$ cat config.mk
export PLATFORM = sky130hd
export DESIGN_NAME = key_input_ctrl
export DESIGN_NICKNAME = d
export VERILOG_FILES = /design/src/rtl/key_input_ctrl.sv
export SDC_FILE = /design/constraint.sdc
export NUM_CORES = 1
export LEC_CHECK = 0
export ABC_AREA = 1
export CORE_UTILIZATION = 35
export DETAILED_ROUTE_END_ITERATION = 12
export SYNTH_ARGS = -nofsm -noshare
export SYNTH_HDL_FRONTEND = slang
export SYNTH_SLANG_ARGS = --single-unit
$ cat constraint.sdc
create_clock -name clock -period 1.22 [get_ports clock]
set_input_delay 0.244 -clock clock [delete_from_list [all_inputs] [get_ports clock]]
set_output_delay 0.244 -clock clock [all_outputs]
set_load 0.1 [all_outputs]
$ cat src/rtl/key_input_ctrl.sv
// key_input_ctrl: front-panel input controller for the calendar.
// Turns four active-low pushbuttons into the display mode code, the
// set_dday flag, a one-hot field cursor and one-cycle inc/dec pulses.
//
// Ports:
//   clock      system clock (single domain)
//   resetn     asynchronous active-low reset
//   key_n[3:0] raw buttons, active low: [0]=mode [1]=set/next [2]=up [3]=down
//   mode[2:0]  0=CLOCK 1=CLOCK_SET 2=DATE 3=DATE_SET 4=DDAY 5=DDAY_SET
//   set_dday   high only while mode=DDAY_SET
//   select     one-hot cursor: [2:0] clock, [8:3] date, [14:9] d-day; 0 in display modes
//   inc_pulse  one-cycle increment request for the selected field
//   dec_pulse  one-cycle decrement request for the selected field
//
// Optional feature macro: KEY_AUTO_REPEAT_EN (auto-repeat of held up/down
// keys in set modes). Undefined: exactly one pulse per press.
module key_input_ctrl #(
  parameter int unsigned DEBOUNCE_CYCLES = 500000,
  parameter int unsigned REPEAT_DELAY    = 25000000,
  parameter int unsigned REPEAT_PERIOD   = 5000000
) (
  input  logic        clock,
  input  logic        resetn,
  input  logic [3:0]  key_n,
  output logic [2:0]  mode,
  output logic        set_dday,
  output logic [14:0] select,
  output logic        inc_pulse,
  output logic        dec_pulse
);

  localparam int unsigned KEYS = 4;
  localparam int unsigned DB_W = (DEBOUNCE_CYCLES > 1) ? $clog2(DEBOUNCE_CYCLES) : 1;
  // Top cursor bit of each group: select[2], select[8], select[14].
  localparam logic [14:0] TOP_MASK = 15'h4104;

  typedef enum logic [2:0] {
    ST_CLOCK     = 3'd0,
    ST_CLOCK_SET = 3'd1,
    ST_DATE      = 3'd2,
    ST_DATE_SET  = 3'd3,
    ST_DDAY      = 3'd4,
    ST_DDAY_SET  = 3'd5
  } state_t;

  logic [KEYS-1:0] r_sync1, r_sync2, r_db, r_press;
  logic [DB_W-1:0] r_db_cnt [KEYS];
  logic [KEYS-1:0] w_lvl, w_flip;

  state_t      r_state, w_state_nxt;
  logic [14:0] r_select, w_select_nxt;
  logic        r_inc, r_dec, r_set_dday;
  logic        w_inc_nxt, w_dec_nxt;

  logic w_hi, w_ev_set, w_ev_mode, w_ev_up, w_ev_dn;
  logic w_in_set, w_at_top;
  logic w_rpt_up, w_rpt_dn;

  // Synchronized level, 1 = pressed.
  assign w_lvl = ~r_sync2;

  // A key flips once its new level has held for DEBOUNCE_CYCLES cycles.
  always_comb begin
    w_flip = '0;
    for (int unsigned k = 0; k < KEYS; k++) begin
      w_flip[k] = (w_lvl[k] != r_db[k]) && (r_db_cnt[k] == DB_W'(DEBOUNCE_CYCLES - 1));
    end
  end

  // Synchronizers, debounce counters and press strobes.
  always_ff @(posedge clock or negedge resetn) begin
    if (!resetn) begin
      r_sync1 <= '1;
      r_sync2 <= '1;
      r_db    <= '0;
      r_press <= '0;
      for (int unsigned k = 0; k < KEYS; k++) r_db_cnt[k] <= '0;
    end else begin
      r_sync1 <= key_n;
      r_sync2 <= r_sync1;
      r_press <= w_flip & ~r_db;
      for (int unsigned k = 0; k < KEYS; k++) begin
        if (w_lvl[k] == r_db[k]) begin
          r_db_cnt[k] <= '0;
        end else if (w_flip[k]) begin
          r_db_cnt[k] <= '0;
          r_db[k]     <= w_lvl[k];
        end else begin
          r_db_cnt[k] <= r_db_cnt[k] + DB_W'(1);
        end
      end
    end
  end

  // Event priority set > mode > up > down; up+down together cancel.
  assign w_ev_set  = r_press[1];
  assign w_ev_mode = r_press[0] & ~r_press[1];
  assign w_hi      = r_press[1] | r_press[0];
  assign w_ev_up   = r_press[2] & ~r_press[3] & ~w_hi;
  assign w_ev_dn   = r_press[3] & ~r_press[2] & ~w_hi;

  // Set states are exactly the odd mode codes.
  assign w_in_set = r_state[0];
  assign w_at_top = |(r_select & TOP_MASK);

`ifdef KEY_AUTO_REPEAT_EN
  localparam int unsigned RPT_MAX = (REPEAT_DELAY > REPEAT_PERIOD) ? REPEAT_DELAY : REPEAT_PERIOD;
  localparam int unsigned RPT_W   = (RPT_MAX > 1) ? $clog2(RPT_MAX) : 1;

  logic             r_rpt_act, r_rpt_dn, r_rpt_first;
  logic [RPT_W-1:0] r_rpt_cnt;
  logic             w_rpt_held, w_rpt_stop, w_rpt_fire, w_rpt_new;
  logic [RPT_W-1:0] w_rpt_lim;

  assign w_rpt_new  = w_in_set & (w_ev_up | w_ev_dn);
  assign w_rpt_held = r_rpt_dn ? r_db[3] : r_db[2];
  assign w_rpt_stop = ~w_in_set | w_hi | ~w_rpt_held | (r_db[2] & r_db[3]);
  assign w_rpt_lim  = r_rpt_first ? RPT_W'(REPEAT_DELAY - 1) : RPT_W'(REPEAT_PERIOD - 1);
  assign w_rpt_fire = r_rpt_act & ~w_rpt_stop & ~w_rpt_new & (r_rpt_cnt == w_rpt_lim);
  assign w_rpt_up   = w_rpt_fire & ~r_rpt_dn;
  assign w_rpt_dn   = w_rpt_fire & r_rpt_dn;

  // Repeat timer: armed by an up/down press, first interval REPEAT_DELAY then REPEAT_PERIOD.
  always_ff @(posedge clock or negedge resetn) begin
    if (!resetn) begin
      r_rpt_act   <= 1'b0;
      r_rpt_dn    <= 1'b0;
      r_rpt_first <= 1'b0;
      r_rpt_cnt   <= '0;
    end else if (w_rpt_new) begin
      r_rpt_act   <= 1'b1;
      r_rpt_dn    <= w_ev_dn;
      r_rpt_first <= 1'b1;
      r_rpt_cnt   <= '0;
    end else if (w_rpt_stop) begin
      r_rpt_act <= 1'b0;
      r_rpt_cnt <= '0;
    end else if (r_rpt_act) begin
      if (w_rpt_fire) begin
        r_rpt_cnt   <= '0;
        r_rpt_first <= 1'b0;
      end else begin
        r_rpt_cnt <= r_rpt_cnt + RPT_W'(1);
      end
    end
  end
`else
  assign w_rpt_up = 1'b0;
  assign w_rpt_dn = 1'b0;
  if ((REPEAT_DELAY == 0) || (REPEAT_PERIOD == 0)) begin : g_rpt_cfg_unused
  end
`endif

  // Mode FSM next-state and registered-output values.
  always_comb begin
    w_state_nxt  = r_state;
    w_select_nxt = r_select;
    w_inc_nxt    = 1'b0;
    w_dec_nxt    = 1'b0;
    case (r_state)
      ST_CLOCK: begin
        if (w_ev_set) begin
          w_state_nxt  = ST_CLOCK_SET;
          w_select_nxt = 15'h0001;
        end else if (w_ev_mode) begin
          w_state_nxt = ST_DATE;
        end
      end
      ST_DATE: begin
        if (w_ev_set) begin
          w_state_nxt  = ST_DATE_SET;
          w_select_nxt = 15'h0008;
        end else if (w_ev_mode) begin
          w_state_nxt = ST_DDAY;
        end
      end
      ST_DDAY: begin
        if (w_ev_set) begin
          w_state_nxt  = ST_DDAY_SET;
          w_select_nxt = 15'h0200;
        end else if (w_ev_mode) begin
          w_state_nxt = ST_CLOCK;
        end
      end
      ST_CLOCK_SET, ST_DATE_SET, ST_DDAY_SET: begin
        if (w_ev_set) begin
          if (w_at_top) begin
            // Clearing bit 0 of the code yields the matching display state.
            w_state_nxt  = state_t'({r_state[2:1], 1'b0});
            w_select_nxt = '0;
          end else begin
            w_select_nxt = {r_select[13:0], 1'b0};
          end
        end else begin
          w_inc_nxt = w_ev_up | w_rpt_up;
          w_dec_nxt = w_ev_dn | w_rpt_dn;
        end
      end
      default: begin
        w_state_nxt  = ST_CLOCK;
        w_select_nxt = '0;
      end
    endcase
  end

  // Mode state and output registers.
  always_ff @(posedge clock or negedge resetn) begin
    if (!resetn) begin
      r_state    <= ST_CLOCK;
      r_select   <= '0;
      r_inc      <= 1'b0;
      r_dec      <= 1'b0;
      r_set_dday <= 1'b0;
    end else begin
      r_state    <= w_state_nxt;
      r_select   <= w_select_nxt;
      r_inc      <= w_inc_nxt;
      r_dec      <= w_dec_nxt;
      r_set_dday <= (w_state_nxt == ST_DDAY_SET);
    end
  end

  assign mode      = r_state;
  assign set_dday  = r_set_dday;
  assign select    = r_select;
  assign inc_pulse = r_inc;
  assign dec_pulse = r_dec;

endmodule

==> impl_metrics.ini <==
[cts]
path_clk_slew_ns = 0.06
root_buffer = clkbuf_16
clock_path_buffers = 2
htreeDepth = 4
numCtsBuffers = 17
cts_tree = yes
clk_latency_ns = 0.42
clock-sinks = 113

[finish]
fin_util_pct = 56.5
drive_gt1_share_pct = 43.2
diodes = 0
syn2layout_area_growth_pct = 56.4
nets = 926
final_area_um2 = 9040
layoutNonFillerInstCount = 1145

[detailed_routing]
drc_errors = 0
wire_per_inst_um = 12.3
drtPass1Iterations = 5
vias = 5159
drt_iter0_markers = 246
antenna_left = 0
vias_per_cell = 4.51
wirelength_mm = 14.1

[timing]
worst_slew_pin_slew_ns = 0.303
relSlewSlack_pct = 79.7
fin_crit_sh_pct = 119
rsz0062_at_grt = true
setup_ws_ns = -0.230
setup_violations = 98
final.min_clock_period_ns = 1.45
clock.fmax_ghz = 0.689
hold_slack_ns = 0.230
fin_setup_tns_ns = -8.21
slew_viol_final = 0
fin_skew_ns = 0.00804
finalHoldViolations = 0

[worst_setup_path]
cp_max_fo = 2
worstSetupPathType = register to primary output
worstPathRequired_ns = 0.98
endpoint_kind = primary output
start_kind = register
cp_data_arrival_time_ns = 1.21

[global_routing]
grt_pass1_wl_mm = 23.1
grt_overflow = 0
grt_pass1_vias = 4971
antenna_found_initial = 0
grt_max_degree = 38
grtUsageTotal_pct = 17.8

[yosys]
async_flop_share_pct = 100
ys_warn_count = 0
synth.most_common_cell = nor2_1
syn_nets = 747
synth_area_leaders = dfrtp_1 (45%), nor2_1 (11%), nand2_1 (9.9%)
synth-edff-count = 0
synthCells = 737
synth_cell_type_count = 28
synth_top_area_share_pct = 45.4
synth_seq_area_share_pct = 49.1
synth.cells.most_frequent = nor2_1 (164), nand2_1 (152), dfrtp_1 (105), inv_1 (92), nand3_1 (51)
synth_seq_cells = 113
syn_avg_cell_area_um2 = 7.85
synthFlopType = dfrtp_1
syn_area_um2 = 5780
synth_top_cell_by_area = dfrtp_1

[pwr]
swShare_pct = 20.6
power_frac_comb_pct = 4.1
clkPwrFrac_pct = 55.1
total_power_mw = 9.45
cellPowerDensity_nw_per_um2 = 1050
p_leak_nw = 3.99
switchingPower_mw = 1.94
ir_drop_mv = 1.00
seqPwrFrac_pct = 40.8
p_int_mw = 7.51

[placement]
postPlaceCellArea_um2 = 7410
portBuffers = 26
gp_congestion = 0.875
dpl.hpwl_mm = 9.60
place_ws_ns = -0.142
post-place-cells = 1078

[die]
start_util_pct = 36.1
die_height_um = 131
fp.dieW_um = 131
pin_count = 27
core_um2 = 16000
dieArea_um2 = 17000
fp-row-count = 46

[min_path]
hold_class = primary input to asynchronous set/reset pin

[outcome]
violations = negative setup slack
outcome = complete, but fails checks

[job]
cap_violations = 0
==> power by group through the flow <==
stage / combinational, mW / sequential (mW) / clock (mW)
floorplan: 0.121 / 3.91 / 0
global placement: 0.307 / 3.91 / 0
detailed placement: 0.309 / 3.91 / 0
CTS: 0.345 / 3.85 / 5.32
global route: 0.433 / 3.86 / 5.50
finish: 0.388 / 3.85 / 5.21
==> layer usage <==
metal | track usage (%) | wire length (um)
met1 | 22.6 | 6490
met5 | 0 | 0
met2 | 29.1 | 7020
met3 | 4.89 | 368
met4 | 6.42 | 216
==> registers in the layout, summed over array words and instances (netlist names) <==
name,cells
r_db_cnt,76
select,15
r_db,4
r_press,4
r_sync1,4
r_sync2,4
mode,3
dec_pulse,1
inc_pulse,1
set_dday,1
==> repair_timing <==
action	CTS	global route
hold endpoints to repair	107	0
pin swaps	34	52
resized for setup	80	127
hold buffers	1	0
setup endpoints to repair	92	120
setup buffers	13	22
==> final cells by class <==
class | instances | area, um2
Multi-Input combinational cell | 516 | 3250
Clock buffer | 27 | 523
Fill cell | 1414 | 6960
Sequential cell | 113 | 2880
Clock inverter | 5 | 100
Timing Repair Buffer | 163 | 1610
Tap cell | 216 | 270
Inverter | 105 | 414
==> critical path: stages, from the launching register on <==
cell and delay, ns:
dfrtp_4 0.48, buf_6 0.14, buf_12 0.16
==> logic make-up (layout without fill, tap and decap cells) <==
group	after synthesis	after routing	share of synthesized area [%]
AND/OR/NAND/NOR	435	435	33.1
flip-flops	113	113	49.1
buffers and inverters	108	300	7.08
AO/OA/AOI/OAI	39	39	4.15
XOR/XNOR	38	38	5.76
adder cells (fa/ha/maj)	4	4	0.866
==> path summary, 6_finish.rpt <==
path                                  startpoint                endpoint  slack (ns)  depth (start not counted)
max                        select[8]$_DFFE_PN0P_               select[8]       -0.23                          2
min                                       resetn  r_db_cnt[35]$_DFF_PN0_        0.23                          2
max reg2reg                r_db_cnt[0]$_DFF_PN0_   r_db_cnt[0]$_DFF_PN0_       -0.18                          8
min reg2reg                 r_sync1[1]$_DFF_PN1_    r_sync2[1]$_DFF_PN1_        0.36                          0
max in group asynchronous                 resetn    r_sync1[3]$_DFF_PN1_        0.44                          3
min in group clock                      key_n[1]    r_sync1[1]$_DFF_PN1_        0.23                          1
==> cells in the final DEF, fill, tap and decap left out, types with 9 or more instances in the layout <==
master	n
buf_4	114
inv_1	79
inv_2	19
nor2_2	34
nand2_2	30
nand2_4	9
buf_12	24
clkbuf_16	17
nand3_1	39
dfrtp_2	13
nand2_1	125
nand3_2	11
nand4_1	13
o22ai_2	9
dfrtp_1	86
xor2_1	23
nor2_1	119
nor2_4	36
buf_6	20
No activity file was read; power rests on OpenSTA's default activity.
